## src/rtl/uart_pkg.sv

```systemverilog
// Shared UART constants and the transmit-arbiter state type.
package uart_pkg;

    localparam int unsigned CLKFREQ      = 12_000_000;
    localparam int unsigned BAUD         = 115_200;
    localparam int unsigned FRAME_CYCLES = (CLKFREQ / BAUD) * 10;

    typedef enum logic [1:0] {IDLE, ISSUE, WAIT} arb_state_t;

endpackage

```

## src/rtl/rr_pick.sv

```systemverilog
// Combinational round-robin picker: first set bit of mask after index last, wrapping.
module rr_pick
    import uart_pkg::*;
#(
    parameter int N  = 4,
    parameter int IW = $clog2(N)
) (
    input  logic [N-1:0]  mask,
    input  logic [IW-1:0] last,
    output logic [IW-1:0] pick,
    output logic          any
);

    logic [IW-1:0] idx;

    // Scan from farthest to nearest so the nearest hit is the one that sticks.
    always_comb begin
        pick = '0;
        any  = 1'b0;
        idx  = '0;
        for (int k = N; k >= 1; k--) begin
            idx = IW'((int'(last) + k) % N);
            if (mask[idx]) begin
                pick = idx;
                any  = 1'b1;
            end
        end
    end

endmodule

```

## src/rtl/uart_tx_arbiter.sv

```systemverilog
// Round-robin arbiter with packet locking that shares one UART transmitter among N requesters.
module uart_tx_arbiter
    import uart_pkg::*;
#(
    parameter int N       = 4,
    parameter int LOCK_TO = 4096
) (
    input  logic                 clk,
    input  logic                 resetq,
    input  logic [N-1:0]         req,
    input  logic [N-1:0]         req_last,
    input  logic [8*N-1:0]       req_data,
    output logic [N-1:0]         ack,
    output logic                 uart_wr,
    output logic [7:0]           uart_dat,
    input  logic                 uart_busy,
    output logic [$clog2(N)-1:0] owner,
    output logic                 locked
);

    localparam int IW = $clog2(N);
    localparam int CW = $clog2(LOCK_TO + 1);

    arb_state_t    state;
    logic          first_wait;
    logic [CW-1:0] lock_cnt;
    logic [N-1:0]  owner_mask;
    logic [N-1:0]  eligible;
    logic [IW-1:0] pick;
    logic          any;

    assign owner_mask = N'(1) << owner;
    assign eligible   = locked ? (req & owner_mask) : req;

    rr_pick #(
        .N (N),
        .IW(IW)
    ) u_pick (
        .mask(eligible),
        .last(owner),
        .pick(pick),
        .any (any)
    );

    always_ff @(posedge clk or negedge resetq) begin
        if (!resetq) begin
            state      <= IDLE;
            uart_wr    <= 1'b0;
            uart_dat   <= '0;
            ack        <= '0;
            owner      <= IW'(N - 1);
            locked     <= 1'b0;
            lock_cnt   <= '0;
            first_wait <= 1'b0;
        end else begin
            case (state)
                IDLE: begin
                    if (!uart_busy && any) begin
                        uart_wr  <= 1'b1;
                        uart_dat <= req_data[8*pick +: 8];
                        ack      <= N'(1) << pick;
                        owner    <= pick;
                        locked   <= !req_last[pick];
                        lock_cnt <= '0;
                        state    <= ISSUE;
                    end else if (locked && !req[owner]) begin
                        // Owner went quiet mid-packet; give the line back after LOCK_TO cycles.
                        if (lock_cnt == CW'(LOCK_TO - 1)) begin
                            locked   <= 1'b0;
                            lock_cnt <= '0;
                        end else begin
                            lock_cnt <= lock_cnt + CW'(1);
                        end
                    end else begin
                        lock_cnt <= '0;
                    end
                end
                ISSUE: begin
                    uart_wr    <= 1'b0;
                    ack        <= '0;
                    first_wait <= 1'b1;
                    state      <= WAIT;
                end
                WAIT: begin
                    // busy only rises at the edge leaving ISSUE, so ignore it for one cycle.
                    first_wait <= 1'b0;
                    if (!first_wait && !uart_busy) begin
                        state <= IDLE;
                    end
                end
                default: state <= IDLE;
            endcase
        end
    end

endmodule
```

## config.mk

```make
export PLATFORM = sky130hd
export DESIGN_NAME = uart_tx_arbiter
export DESIGN_NICKNAME = d
export VERILOG_FILES = /design/src/rtl/uart_pkg.sv /design/src/rtl/rr_pick.sv /design/src/rtl/uart_tx_arbiter.sv
export SDC_FILE = /design/constraint.sdc
export NUM_CORES = 1
export LEC_CHECK = 0
export BUFFER_PORTS_ARGS = -buffer_cell sky130_fd_sc_hd__clkbuf_2
export CORE_MARGIN = 4
export CORE_UTILIZATION = 48
export DETAILED_ROUTE_END_ITERATION = 12
export HOLD_SLACK_MARGIN = 0.03
export PLACE_DENSITY = 0.84
export SYNTH_ARGS = -nofsm -noshare
export SYNTH_HDL_FRONTEND = slang
export SYNTH_SLANG_ARGS = --single-unit
export TNS_END_PERCENT = 100
```

## constraint.sdc

```tcl
create_clock -name clk -period 2.9 [get_ports clk]
set_clock_uncertainty 0.05 [all_clocks]
set_input_delay 0.29 -clock clk [delete_from_list [all_inputs] [get_ports clk]]
set_output_delay 0.29 -clock clk [all_outputs]
set_load 0.01 [all_outputs]
```

==> impl_results.md, run 1 <==
- Initial Util: 0.507
- Switch share: 0.426
- Proportion of synthesized flip-flops having asynchronous set or reset: 1.00
- P_int: 0.00203 W
- # DRC: 0
- Fraction of the cycle the final worst path needs: 0.971
- Per-cell via count in the routed design: 5.87
- Global-route total usage across every layer: 0.191
- Largest area contributor in the netlist: dfrtp_1
- Setup WS pre-CTS: 0.151 ns
- Routed wire length per instance: 16.1 um
- Die extent in x: 76.5 um
- Routed Antenna Nets: 0
- Via count of the first global-routing pass: 1978
- Via Count: 2118
- Count of standard-cell rows: 24
- Number of cells after detailed placement: 342
- Clock Sinks: 32
- Number of antenna cells inserted: 0
- Top flip-flop cell by instance count after synthesis: dfrtp_1
- Crit path max-delay family: compound AO/OA/AOI/OAI gates
- Highest clock frequency the design can meet: 0.355 GHz
- Die area: 0.00586 mm^2
- Area after detailed placement: 0.00262 mm^2
- Max-capacitance violation count: 0
- Clock Pin Slew Worst Setup and Hold Paths: 0.08 ns
- Worst-case vdd ir drop: 0.557 mV
- Post-Syn Nets: 287
- Synthesized netlist cell count: 235
- Total detailed-routing wirelength: 5.81 mm
- Run status: finished, final reports clean
- R2r worst-path depth: 11
- Switching power: 0.00150 W
- Least setup slack across all paths after layout: 0.0845 ns
- Worst min-delay path category: in -> async
- Category of the worst setup path launch point: flop
- Relative slew slack: 0.445
- Detailed placer's ending HPWL: 4.07 mm
- Number of synthesized flops with an enable pin: 0
- Final core utilization: 0.655
- Share of total power in sequential cells: 0.202
- WP depth: 11
- Deepest clock path buffer count: 2
- Slew @ Worst Pin: 0.832 ns
- RePlAce Congestion: 0.940
- Slowest cell on the critical path: dfstp_2
- Number of warnings reported in the yosys synthesis log: 0
- Post-synthesis to final-layout area growth: 29.0%
- Core box area: 0.00444 mm^2
- Final design instance area without fill: 0.00291 mm^2
- Hold Fails Final Rpt: 0
- Share of final-layout standard cells stronger than drive strength 1: 0.379
- Input/output buffers: 58
- Critical path class: reg -> reg
- Overall power: 0.00353 W
- Clock power share: 0.134
- Synthesized area per cell: 9.59 um^2
- Clock tree from TritonCTS: yes
- Number of flip-flops and latches in the synthesized netlist: 32
- Number of setup violations in the final report: 0
- Most common cell after layout, fill and taps aside: clkbuf_2
- First-pass GRT wire length: 9.22 mm
- Sequential fraction of the synthesis area: 0.356
- Top area cells in the synthesized netlist: dfrtp_1, mux2i_1, ha_1
- Required time at the endpoint of the critical path: 3.01 ns
- Commonest cells after routing, fill and taps aside: clkbuf_2, nand2_1, dfrtp_1, mux2i_1, o21ai_0
- Die Y: 76.5 um
- Latest clock arrival within the worst-skew pair: 0.29 ns
- Top fanout value on the critical path: 8
- Number of antenna violations at the first check in global routing: 0
- CTS Hold Bufs: 0
- Buffer and inverter count on the worst path: 3
- Total power per unit cell area: 1210 mW/mm^2
- Final standard cell count with taps included and fillers excluded: 361
- Remaining Overflow, GRT: 0
- Detailed-routing iteration count for the pre-antenna-repair pass: 4
- Unique masters post-synth: 51
- Number of top-level pins: 59
- Final Slew Violations: 0
- Clk root buf: clkbuf_8
- Combined area of all synthesized cells: 0.00225 mm^2
- Delay contributed by the slowest stage of the critical path: 0.59 ns
- List of cells traversed by the critical path: clkinvlp_4 -> ha_1 -> mux2i_2 -> a211oi_2 -> o211ai_4 -> o21ai_4 -> o21bai_4 -> buf_12 -> buf_4 -> mux2i_1 -> o221ai_1
- Signal arrival time at the worst endpoint: 2.92 ns
- Fraction of post-synthesis cell area in the top cell type by area: 0.333
- Leakage component of the power: 1.38 nW
- CTS HTree Levels: 2
- Total clock buffers created by CTS: 5
- Crit path time final: 2.82 ns
- Starting DRT DRC Count: 111
- Power share of the combinational group: 0.664
- Net count reported at finish: 360
- Critical path endpoint category: flop
- Maximum number of pins on one net before global-route repair: 33
==> Yosys cell counts, types with 2 or more instances <==
master     count
clkbuf_1       3
nand3_1        5
and3_1         3
a211o_1        3
nand2b_1       8
a21oi_2        5
nor2_1        10
nor4_1         2
o221ai_1       8
o221a_2        2
inv_1         11
o31ai_1        4
or2_1          2
buf_6          2
mux2i_1       25
o211ai_1       2
o21ai_0       18
dfstp_2        2
a22o_1         4
or2_2          2
o21ai_1        6
ha_1           9
dfrtp_1       30
o2bb2ai_1      2
nor2b_1        2
a21oi_1        3
nor3_1         4
nand2_1       30
o22ai_1        2
buf_2          5
==> power by group through the flow <==
stage	clock (W)	combinational, W	sequential [W]
6_report	0.000473	0.00234	0.000714
4_1_cts	0.000476	0.00193	0.000713
3_5_place_dp	0	0.00190	0.000720
5_1_grt	0.000496	0.00254	0.000732
2_1_floorplan	0	0.00147	0.000726
3_3_place_gp	0	0.00185	0.000713
==> logic make-up (layout without fill, tap and decap cells) <==
| family | after synthesis | in the layout | share of synthesized area |
|---|---|---|---|
| adder cells (fa/ha/maj) | 9 | 9 | 0.0499 |
| AO/OA/AOI/OAI | 71 | 71 | 0.253 |
| buffers and inverters | 23 | 97 | 0.0549 |
| multiplexers | 27 | 27 | 0.127 |
| flip-flops | 32 | 32 | 0.356 |
| AND/OR/NAND/NOR | 71 | 71 | 0.151 |
| XOR/XNOR | 2 | 2 | 0.00777 |
==> state kept, by name, summed over array words and instances, names as in the netlist <==
register    flops
ack             4
first_wait      1
lock_cnt       13
locked          1
owner           2
state           2
uart_dat        8
uart_wr         1
==> layer usage <==
layer  share of wire  track usage  vias to the layer above
li1                -            -                     1015
met1            0.42        0.243                     1024
met2            0.52        0.330                       73
met3           0.051       0.0378                        6
met4          0.0065       0.0489                        0
met5               0            0                        -
==> per-stage QoR <==
stage                     hold slack (ns)  setup TNS [ns]
final                              0.0454               0
after global routing                0.104          -0.205
after CTS                          0.0653               0
after detailed placement            0.366               0
after global placement              0.368               0
after floorplan                   -0.0556               0
==> final cells by class <==
type	count	area, um^2
tap	52	65.1
multi-input combinational	180	1390
timing repair buffer	78	483
inverter	11	45.0
clock inverter	1	30.0
clock buffer	7	96.3
fill	336	1540
sequential	32	803
==> repair_timing <==
| item | CTS | global route |
|---|---|---|
| endpoints found under the setup margin | 0 | 6 |
| buffers inserted | 0 | 10 |
| gates resized for setup | 0 | 13 |
==> final timing paths <==
check                                           to                    start  slack (ns)
min in group clk           uart_dat[3]$_DFFE_PN0P_             req_data[11]        0.28
hold reg to reg            lock_cnt[4]$_DFFE_PN0N_  lock_cnt[4]$_DFFE_PN0N_        0.44
setup reg to reg           uart_dat[1]$_DFFE_PN0P_     owner[0]$_DFFE_PN1P_        0.08
max in group asynchronous      uart_wr$_DFFE_PN0P_                   resetq        2.23
hold / removal                  ack[2]$_DFFE_PN0P_                   resetq        0.05
setup / recovery           uart_dat[1]$_DFFE_PN0P_     owner[0]$_DFFE_PN1P_        0.08
No activity file was read; power rests on OpenSTA's default activity.
==> run 2, diff against run 1 <==
--- a/config.mk
+++ b/config.mk
@@ -5,12 +5,12 @@
 export SDC_FILE = /design/constraint.sdc
 export NUM_CORES = 1
 export LEC_CHECK = 0
-export BUFFER_PORTS_ARGS = -buffer_cell sky130_fd_sc_hd__clkbuf_2
 export CORE_MARGIN = 4
-export CORE_UTILIZATION = 48
+export CORE_UTILIZATION = 55
 export DETAILED_ROUTE_END_ITERATION = 12
+export DONT_BUFFER_PORTS = 1
 export HOLD_SLACK_MARGIN = 0.03
-export PLACE_DENSITY = 0.84
+export PLACE_DENSITY = 0.8
 export SYNTH_ARGS = -nofsm -noshare
 export SYNTH_HDL_FRONTEND = slang
 export SYNTH_SLANG_ARGS = --single-unit
==> run 2 against run 1 <==
Effect of this change:
- via count shrank 13%
- cell area shrank 14%
- count of clock-buffer cells in the layout shrank 1
- sequential share of layout area grew 4.4 points
- hold slack gained 0.082 ns
- sequential power grew 7.8%
- fmax is essentially flat
- critical path depth shrank 3
- critical endpoint is now uart_dat[6]$_DFFE_PN0P_
==> impl_results.md, run 2 (same netlist as run 1, synthesis figures left out) <==
- Run status: finished, final reports clean (unchanged)
- Routed Antenna Nets: 0 (unchanged)
- Total detailed-routing wirelength: 5.16 mm (was 5.81 mm)
- First-pass GRT wire length: 8.57 mm (was 9.22 mm)
- Leakage component of the power: 1.10 nW (was 1.38 nW)
- Worst-case vdd ir drop: 0.557 mV (about the same)
- Highest clock frequency the design can meet: 0.355 GHz (about the same)
- WP depth: 8 (was 11)
- Hold depth: 2
- Power share of the combinational group: 0.604 (was 0.664)
- Input/output buffers: 0 (was 58)
- CTS HTree Levels: 2 (unchanged)
- Setup WS pre-CTS: 0.0384 ns (was 0.151 ns)
- Commonest cells after routing, fill and taps aside: nand2_1, dfrtp_1, mux2i_1, o21ai_0, buf_4 (was clkbuf_2, nand2_1, dfrtp_1, mux2i_1, o21ai_0)
- Remaining Overflow, GRT: 0 (unchanged)
- Clock tree from TritonCTS: yes (unchanged)
- Relative slew slack: 0.628 (was 0.445)
- Share of total power in sequential cells: 0.255 (was 0.202)
- Number of cells after detailed placement: 284 (was 342)
- Net count reported at finish: 298 (was 360)
- Share of final-layout standard cells stronger than drive strength 1: 0.186 (was 0.379)
- Hold Fails Final Rpt: 0 (unchanged)
- Required time at the endpoint of the critical path: 2.99 ns (was 3.01 ns)
- Final hold slack: 0.127 ns (was 0.0454 ns)
- RePlAce Congestion: 0.870 (was 0.940)
- Buffer and inverter count on the worst path: 1 (was 3)
- Global-route total usage across every layer: 0.208 (was 0.191)
- Maximum number of pins on one net before global-route repair: 33 (unchanged)
- # DRC: 0 (unchanged)
- Final Slew Violations: 0 (unchanged)
- Critical path class: reg -> reg (unchanged)
- Crit path max-delay family: simple AND/OR/NAND/NOR gates (was compound AO/OA/AOI/OAI gates)
- Die extent in x: 72.0 um (was 76.5 um)
- Core box area: 0.00397 mm^2 (was 0.00444 mm^2)
- Crit path time final: 2.82 ns (about the same)
- List of cells traversed by the critical path: inv_1 -> ha_1 -> mux2i_1 -> a21oi_2 -> or2_2 -> o211ai_1 -> or2_1 -> o221ai_1 (was clkinvlp_4 -> ha_1 -> mux2i_2 -> a211oi_2 -> o211ai_4 -> o21ai_4 -> o21bai_4 -> buf_12 -> buf_4 -> mux2i_1 -> o221ai_1)
- Clock power share: 0.142 (was 0.134)
- Fraction of the cycle the final worst path needs: 0.971 (about the same)
- Routed wire length per instance: 17.4 um (was 16.1 um)
- Least setup slack across all paths after layout: 0.0837 ns (was 0.0845 ns)
- R2r worst-path depth: 8 (was 11)
- Final standard cell count with taps included and fillers excluded: 297 (was 361)
- Clock Sinks: 32 (unchanged)
- Die area: 0.00519 mm^2 (was 0.00586 mm^2)
- Deepest clock path buffer count: 2 (unchanged)
- Initial Util: 0.568 (was 0.507)
- Register name with the most flops: lock_cnt (unchanged)
- RSZ-0062 raised after global routing: yes
- Clock Pin Slew Worst Setup and Hold Paths: 0.07 ns (was 0.08 ns)
- Clk root buf: clkbuf_8 (unchanged)
- Via count of the first global-routing pass: 1832 (was 1978)
- Top fanout value on the critical path: 9 (was 8)
- Delay contributed by the slowest stage of the critical path: 0.60 ns (was 0.59 ns)
- Worst min-delay path category: in -> reg (was in -> async)
- Max-capacitance violation count: 0 (unchanged)
- Registers with the highest flip-flop counts: lock_cnt (13), uart_dat (8), ack (4) (unchanged)
- Number of setup violations in the final report: 0 (unchanged)
- Latest clock arrival within the worst-skew pair: 0.29 ns (about the same)
- Starting DRT DRC Count: 101 (was 111)
- Category of the worst setup path launch point: flop (unchanged)
- Die Y: 72.0 um (was 76.5 um)
- Total power per unit cell area: 1200 mW/mm^2 (was 1210 mW/mm^2)
- Number of antenna violations at the first check in global routing: 0 (unchanged)
- Final core utilization: 0.632 (was 0.655)
- Number of antenna cells inserted: 0 (unchanged)
- Slew @ Worst Pin: 0.556 ns (was 0.832 ns)
- Count of standard-cell rows: 23 (was 24)
- Slowest cell on the critical path: dfstp_2 (unchanged)
- Post-synthesis to final-layout area growth: 11.3% (was 29.0%)
- Per-cell via count in the routed design: 6.23 (was 5.87)
- Number of top-level pins: 59 (unchanged)
- Total clock buffers created by CTS: 5 (unchanged)
- Flip-flop count of the largest register after layout: 13 (unchanged)
- Switching power: 0.00134 W (was 0.00150 W)
- Signal arrival time at the worst endpoint: 2.91 ns (was 2.92 ns)
- Critical path endpoint category: flop (unchanged)
- Detailed-routing iteration count for the pre-antenna-repair pass: 5 (was 4)
- Via Count: 1849 (was 2118)
- Detailed placer's ending HPWL: 3.74 mm (was 4.07 mm)
- Switch share: 0.445 (was 0.426)
- P_int: 0.00168 W (was 0.00203 W)
[run 2: changes by cell type in the layout (fill, tap and decap cells not counted), moves of 2 or more]
cell and delta:
buf_4 -5, or2_4 -2, clkbuf_8 -2, or2_1 +2, clkbuf_2 -58
[run 2: power by group through the flow]
stage	Combinational [W]	Clock (W)	Sequential [W]
finish	0.00183	0.000428	0.000770
global route	0.00200	0.000449	0.000789
CTS	0.00176	0.000434	0.000772
detailed placement	0.00174	0	0.000779
global placement	0.00169	0	0.000776
floorplan	0.00147	0	0.000726
[run 2: per-layer routing]
| layer | share of wire | wire length (um) | GRT usage |
|---|---|---|---|
| met1 | 0.42 | 2170 | 0.255 |
| met4 | 0.017 | 89 | 0.0668 |
| met5 | 0 | 0 | 0 |
| met2 | 0.51 | 2610 | 0.354 |
| met3 | 0.057 | 296 | 0.0568 |
[run 2: area by class of cell]
class                           instances  area [um^2]
Fill cell                             328         1460
Tap cell                               50         62.6
Multi-Input combinational cell        180         1340
Clock buffer                            6         72.6
Timing Repair Buffer                   16          160
Sequential cell                        32          803
Inverter                               11         41.3
Clock inverter                          2         35.0
[run 2: final timing paths]
path,startpoint,end,slack (ns)
setup / recovery,owner[0]$_DFFE_PN1P_,uart_dat[6]$_DFFE_PN0P_,0.08
hold / removal,uart_busy,owner[0]$_DFFE_PN1P_,0.13
setup reg to reg,owner[0]$_DFFE_PN1P_,uart_dat[6]$_DFFE_PN0P_,0.08
hold reg to reg,lock_cnt[4]$_DFFE_PN0N_,lock_cnt[4]$_DFFE_PN0N_,0.45
max in group asynchronous,resetq,owner[1]$_DFFE_PN1P_,2.16
min in group asynchronous,resetq,uart_dat[3]$_DFFE_PN0P_,0.40
[run 2: worst reg2reg max path: stages, from the launching register on]
cell and delay, ns:
dfstp_2 0.60, inv_1 0.14, ha_1 0.25, mux2i_1 0.25, a21oi_2 0.16, or2_2 0.33, o211ai_1 0.27, or2_1 0.42
o221ai_1 0.20
[run 2: metrics by stage]
step           setup TNS, ns  total power (W)  cell area [um^2]
2_1_floorplan              0          0.00219              2260
4_1_cts                    0          0.00297              2480
6_report                   0          0.00302              2510
3_3_place_gp               0          0.00246              2340
5_1_grt               -0.100          0.00324              2510
3_5_place_dp               0          0.00252              2340
[run 2: timing repair]
| action | CTS | global route |
|---|---|---|
| resized for setup | 0 | 2 |
| hold buffers | 2 | 0 |
| endpoints found under the setup margin | 0 | 9 |
| setup buffers | 0 | 3 |
| endpoints found under the hold margin | 32 | 0 |
==> run 3, diff against run 2 <==
--- a/config.mk
+++ b/config.mk
@@ -10,7 +10,7 @@
 export DETAILED_ROUTE_END_ITERATION = 12
 export DONT_BUFFER_PORTS = 1
 export HOLD_SLACK_MARGIN = 0.03
-export PLACE_DENSITY = 0.8
+export PLACE_DENSITY = 0.77
 export SYNTH_ARGS = -nofsm -noshare
 export SYNTH_HDL_FRONTEND = slang
 export SYNTH_SLANG_ARGS = --single-unit
==> constraint.sdc (replaced) <==
create_clock -name clk -period 2.7 [get_ports clk]
set_clock_uncertainty 0.05 [all_clocks]
set_input_delay 0.27 -clock clk [delete_from_list [all_inputs] [get_ports clk]]
set_output_delay 0.27 -clock clk [all_outputs]
set_load 0.01 [all_outputs]
==> run 3 against run 2 <==
Effect of this change:
- hold slack worse by 0.027 ns
- global-route usage is 0.80 points lower
- die area stayed put
- critical endpoint is now locked$_DFFE_PN0P_
- first-iteration DRC count is 17% lower
- core utilization is 4.2 points higher
- sequential share of layout area is 2.0 points lower
- total power is 17% higher
- clock power is 4% higher
- combinational power is 25% higher
- non-clock buffer count is 8 higher
- register-to-register slack hardly changed
==> impl_results.md, run 3 (same netlist as run 1, synthesis figures left out) <==
- Global-route total usage across every layer: 0.200 (was 0.208)
- Detailed placer's ending HPWL: 3.68 mm (was 3.74 mm)
- Top fanout value on the critical path: 6 (was 9)
- Overall power: 0.00355 W (was 0.00302 W)
- Critical path class: reg -> reg (unchanged)
- Count of standard-cell rows: 23 (unchanged)
- Die extent in x: 72.0 um (unchanged)
- Least setup slack across all paths after layout: 0.0939 ns (was 0.0837 ns)
- Net count reported at finish: 306 (was 298)
- List of cells traversed by the critical path: buf_12 -> inv_6 -> ha_4 -> mux2i_4 -> a21oi_2 -> buf_4 -> o21ai_0 -> o211ai_1 -> buf_4 -> a211oi_1 -> o21ai_1 -> and3_1 (was inv_1 -> ha_1 -> mux2i_1 -> a21oi_2 -> or2_2 -> o211ai_1 -> or2_1 -> o221ai_1)
- # DRC: 0 (unchanged)
- Per-cell via count in the routed design: 6.05 (was 6.23)
- Clock tree from TritonCTS: yes (unchanged)
- Signal arrival time at the worst endpoint: 2.73 ns (was 2.91 ns)
- Worst min-delay path category: in -> reg (unchanged)
- Hold Crit Start: uart_busy (unchanged)
- Cell repeated most along the worst path: buf_4
- R2r worst-path depth: 12 (was 8)
- Routed wire length per instance: 16.0 um (was 17.4 um)
- Post-synthesis to final-layout area growth: 18.8% (was 11.3%)
- Slew @ Worst Pin: 0.576 ns (was 0.556 ns)
- Remaining Overflow, GRT: 0 (unchanged)
- Commonest cells after routing, fill and taps aside: nand2_1, dfrtp_1, mux2i_1, buf_4, o21ai_0 (was nand2_1, dfrtp_1, mux2i_1, o21ai_0, buf_4)
- Via count of the first global-routing pass: 1845 (was 1832)
- Maximum number of pins on one net before global-route repair: 33 (unchanged)
- Setup WS pre-CTS: -0.0129 ns (was 0.0384 ns)
- Total power per unit cell area: 1320 mW/mm^2 (was 1200 mW/mm^2)
- Required time at the endpoint of the critical path: 2.82 ns (was 2.99 ns)
- FF/Latch Area: 803 um^2 (unchanged)
- Crit path time final: 2.61 ns (was 2.82 ns)
- Latest clock arrival within the worst-skew pair: 0.28 ns (was 0.29 ns)
- Slowest cell on the critical path: dfstp_2 (unchanged)
- Max-capacitance violation count: 0 (unchanged)
- Number of antenna violations at the first check in global routing: 0 (unchanged)
- Delay contributed by the slowest stage of the critical path: 0.57 ns (was 0.60 ns)
- Deepest clock path buffer count: 2 (unchanged)
- Die area: 0.00519 mm^2 (unchanged)
- Final-layout fill cell count: 317 (was 328)
- Hold Fails Final Rpt: 0 (unchanged)
- Area used by multi-input combinational logic: 0.00143 mm^2 (was 0.00134 mm^2)
- Flip-flop count of the largest register after layout: 13 (unchanged)
- Share of final-layout standard cells stronger than drive strength 1: 0.255 (was 0.186)
- Clock Pin Slew Worst Setup and Hold Paths: 0.07 ns (about the same)
- Registers with the highest flip-flop counts: lock_cnt (13), uart_dat (8), ack (4) (unchanged)
- RSZ-0062 raised after global routing: yes (unchanged)
- Via Count: 1845 (was 1849)
- Clk root buf: clkbuf_8 (unchanged)
- Number of setup violations in the final report: 0 (unchanged)
- Register name with the most flops: lock_cnt (unchanged)
- Final Slew Violations: 0 (unchanged)
- End of the worst register-to-register path: locked$_DFFE_PN0P_ (was uart_dat[6]$_DFFE_PN0P_)
- Fraction of the cycle the final worst path needs: 0.965 (was 0.971)
- Area after detailed placement: 0.00244 mm^2 (was 0.00234 mm^2)
- Starting DRT DRC Count: 84 (was 101)
- Number of top-level pins: 59 (unchanged)
- Final design instance area without fill: 0.00268 mm^2 (was 0.00251 mm^2)
- Total detailed-routing wirelength: 4.89 mm (was 5.16 mm)
- End point of the most critical hold path: owner[0]$_DFFE_PN1P_ (unchanged)
- Worst-case vdd ir drop: 1.19 mV (was 0.557 mV)
- Setup slack of the worst register-to-register path: 0.09 ns (was 0.08 ns)
- First-pass GRT wire length: 8.18 mm (was 8.57 mm)
- Run status: finished, final reports clean (unchanged)
- Worst R2R Start: owner[0]$_DFFE_PN1P_ (unchanged)
- Clock Sinks: 32 (unchanged)
- Routed Antenna Nets: 0 (unchanged)
- Core box area: 0.00397 mm^2 (unchanged)
- Relative slew slack: 0.616 (was 0.628)
- Highest clock frequency the design can meet: 0.384 GHz (was 0.355 GHz)
- Critical path endpoint category: flop (unchanged)
- RePlAce Congestion: 0.803 (was 0.870)
- Number of antenna cells inserted: 0 (unchanged)
- Detailed-routing iteration count for the pre-antenna-repair pass: 4 (was 5)
- Die Y: 72.0 um (unchanged)
- Input/output buffers: 0 (unchanged)
- Leakage component of the power: 1.14 nW (was 1.10 nW)
- Category of the worst setup path launch point: flop (unchanged)
- Initial Util: 0.568 (unchanged)
- CTS HTree Levels: 2 (unchanged)
- Hold depth: 2 (unchanged)
- Total clock buffers created by CTS: 5 (unchanged)
==> run 3: changes by cell type in the layout (fill, tap and decap cells not counted), sizes merged <==
cell	change
buf	+8
==> run 3: metrics by stage <==
stage,util,TNS [ns],cells,hold WS (ns)
6_report,0.674,0,305,0.100
5_1_grt,0.674,-0.0600,305,0.0931
4_1_cts,0.654,0,302,0.0921
3_5_place_dp,0.615,-0.0427,290,-0.0748
3_3_place_gp,0.615,0,290,-0.0747
2_1_floorplan,-,0,235,-0.0756
==> run 3: worst max-delay path, delay by kind of cell (launching register included) <==
| kind | cells | cell delay (ns) |
|---|---|---|
| buf+inv | 4 | 0.56 |
| flops | 1 | 0.57 |
| fa+ha+maj | 1 | 0.17 |
| compound gates | 5 | 0.79 |
| mux | 1 | 0.19 |
| simple gates | 1 | 0.18 |
==> run 3: final cells by class <==
type                            count  share of cell area
Sequential cell                    32               0.300
Clock buffer                        6              0.0271
Multi-Input combinational cell    180               0.532
Inverter                           11              0.0173
Clock inverter                      2              0.0131
Timing Repair Buffer               24              0.0869
Tap cell                           50              0.0234
==> run 3: what timing repair did <==
| action | 4_1_cts | 5_1_grt |
|---|---|---|
| hold buffers | 2 | 0 |
| hold endpoints to repair | 32 | 0 |
| setup endpoints to repair | 9 | 14 |
| setup buffers | 2 | 3 |
| cloned | 0 | 0 |
| resized for setup | 1 | 13 |
| pin swaps | 0 | 2 |
==> run 3: routing by layer <==
layer	global-route usage	share of wire	up-vias
li1	-	-	899
met1	0.241	0.42	880
met2	0.344	0.49	57
met3	0.0554	0.076	9
met4	0.0668	0.014	0
met5	0	0	-
==> run 3: where the power goes <==
group          switching (W)  internal [W]
registers           0.000185      0.000633
logic                0.00114       0.00114
clock network       0.000173      0.000274
==> run 3: worst max-delay path by stage <==
stage | start | end | slack [ns] | cells after the start
final | owner[0]$_DFFE_PN1P_ | locked$_DFFE_PN0P_ | 0.09 | 12
after floorplan | owner[0]$_DFFE_PN1P_ | uart_dat[5]$_DFFE_PN0P_ | 0.003 | 13
after global placement | owner[0]$_DFFE_PN1P_ | uart_dat[5]$_DFFE_PN0P_ | 0.06 | 9
after global routing | owner[0]$_DFFE_PN1P_ | locked$_DFFE_PN0P_ | -0.02 | 12
after CTS | owner[0]$_DFFE_PN1P_ | uart_dat[5]$_DFFE_PN0P_ | 0.04 | 9
after detailed placement | owner[0]$_DFFE_PN1P_ | uart_dat[2]$_DFFE_PN0P_ | -0.01 | 9
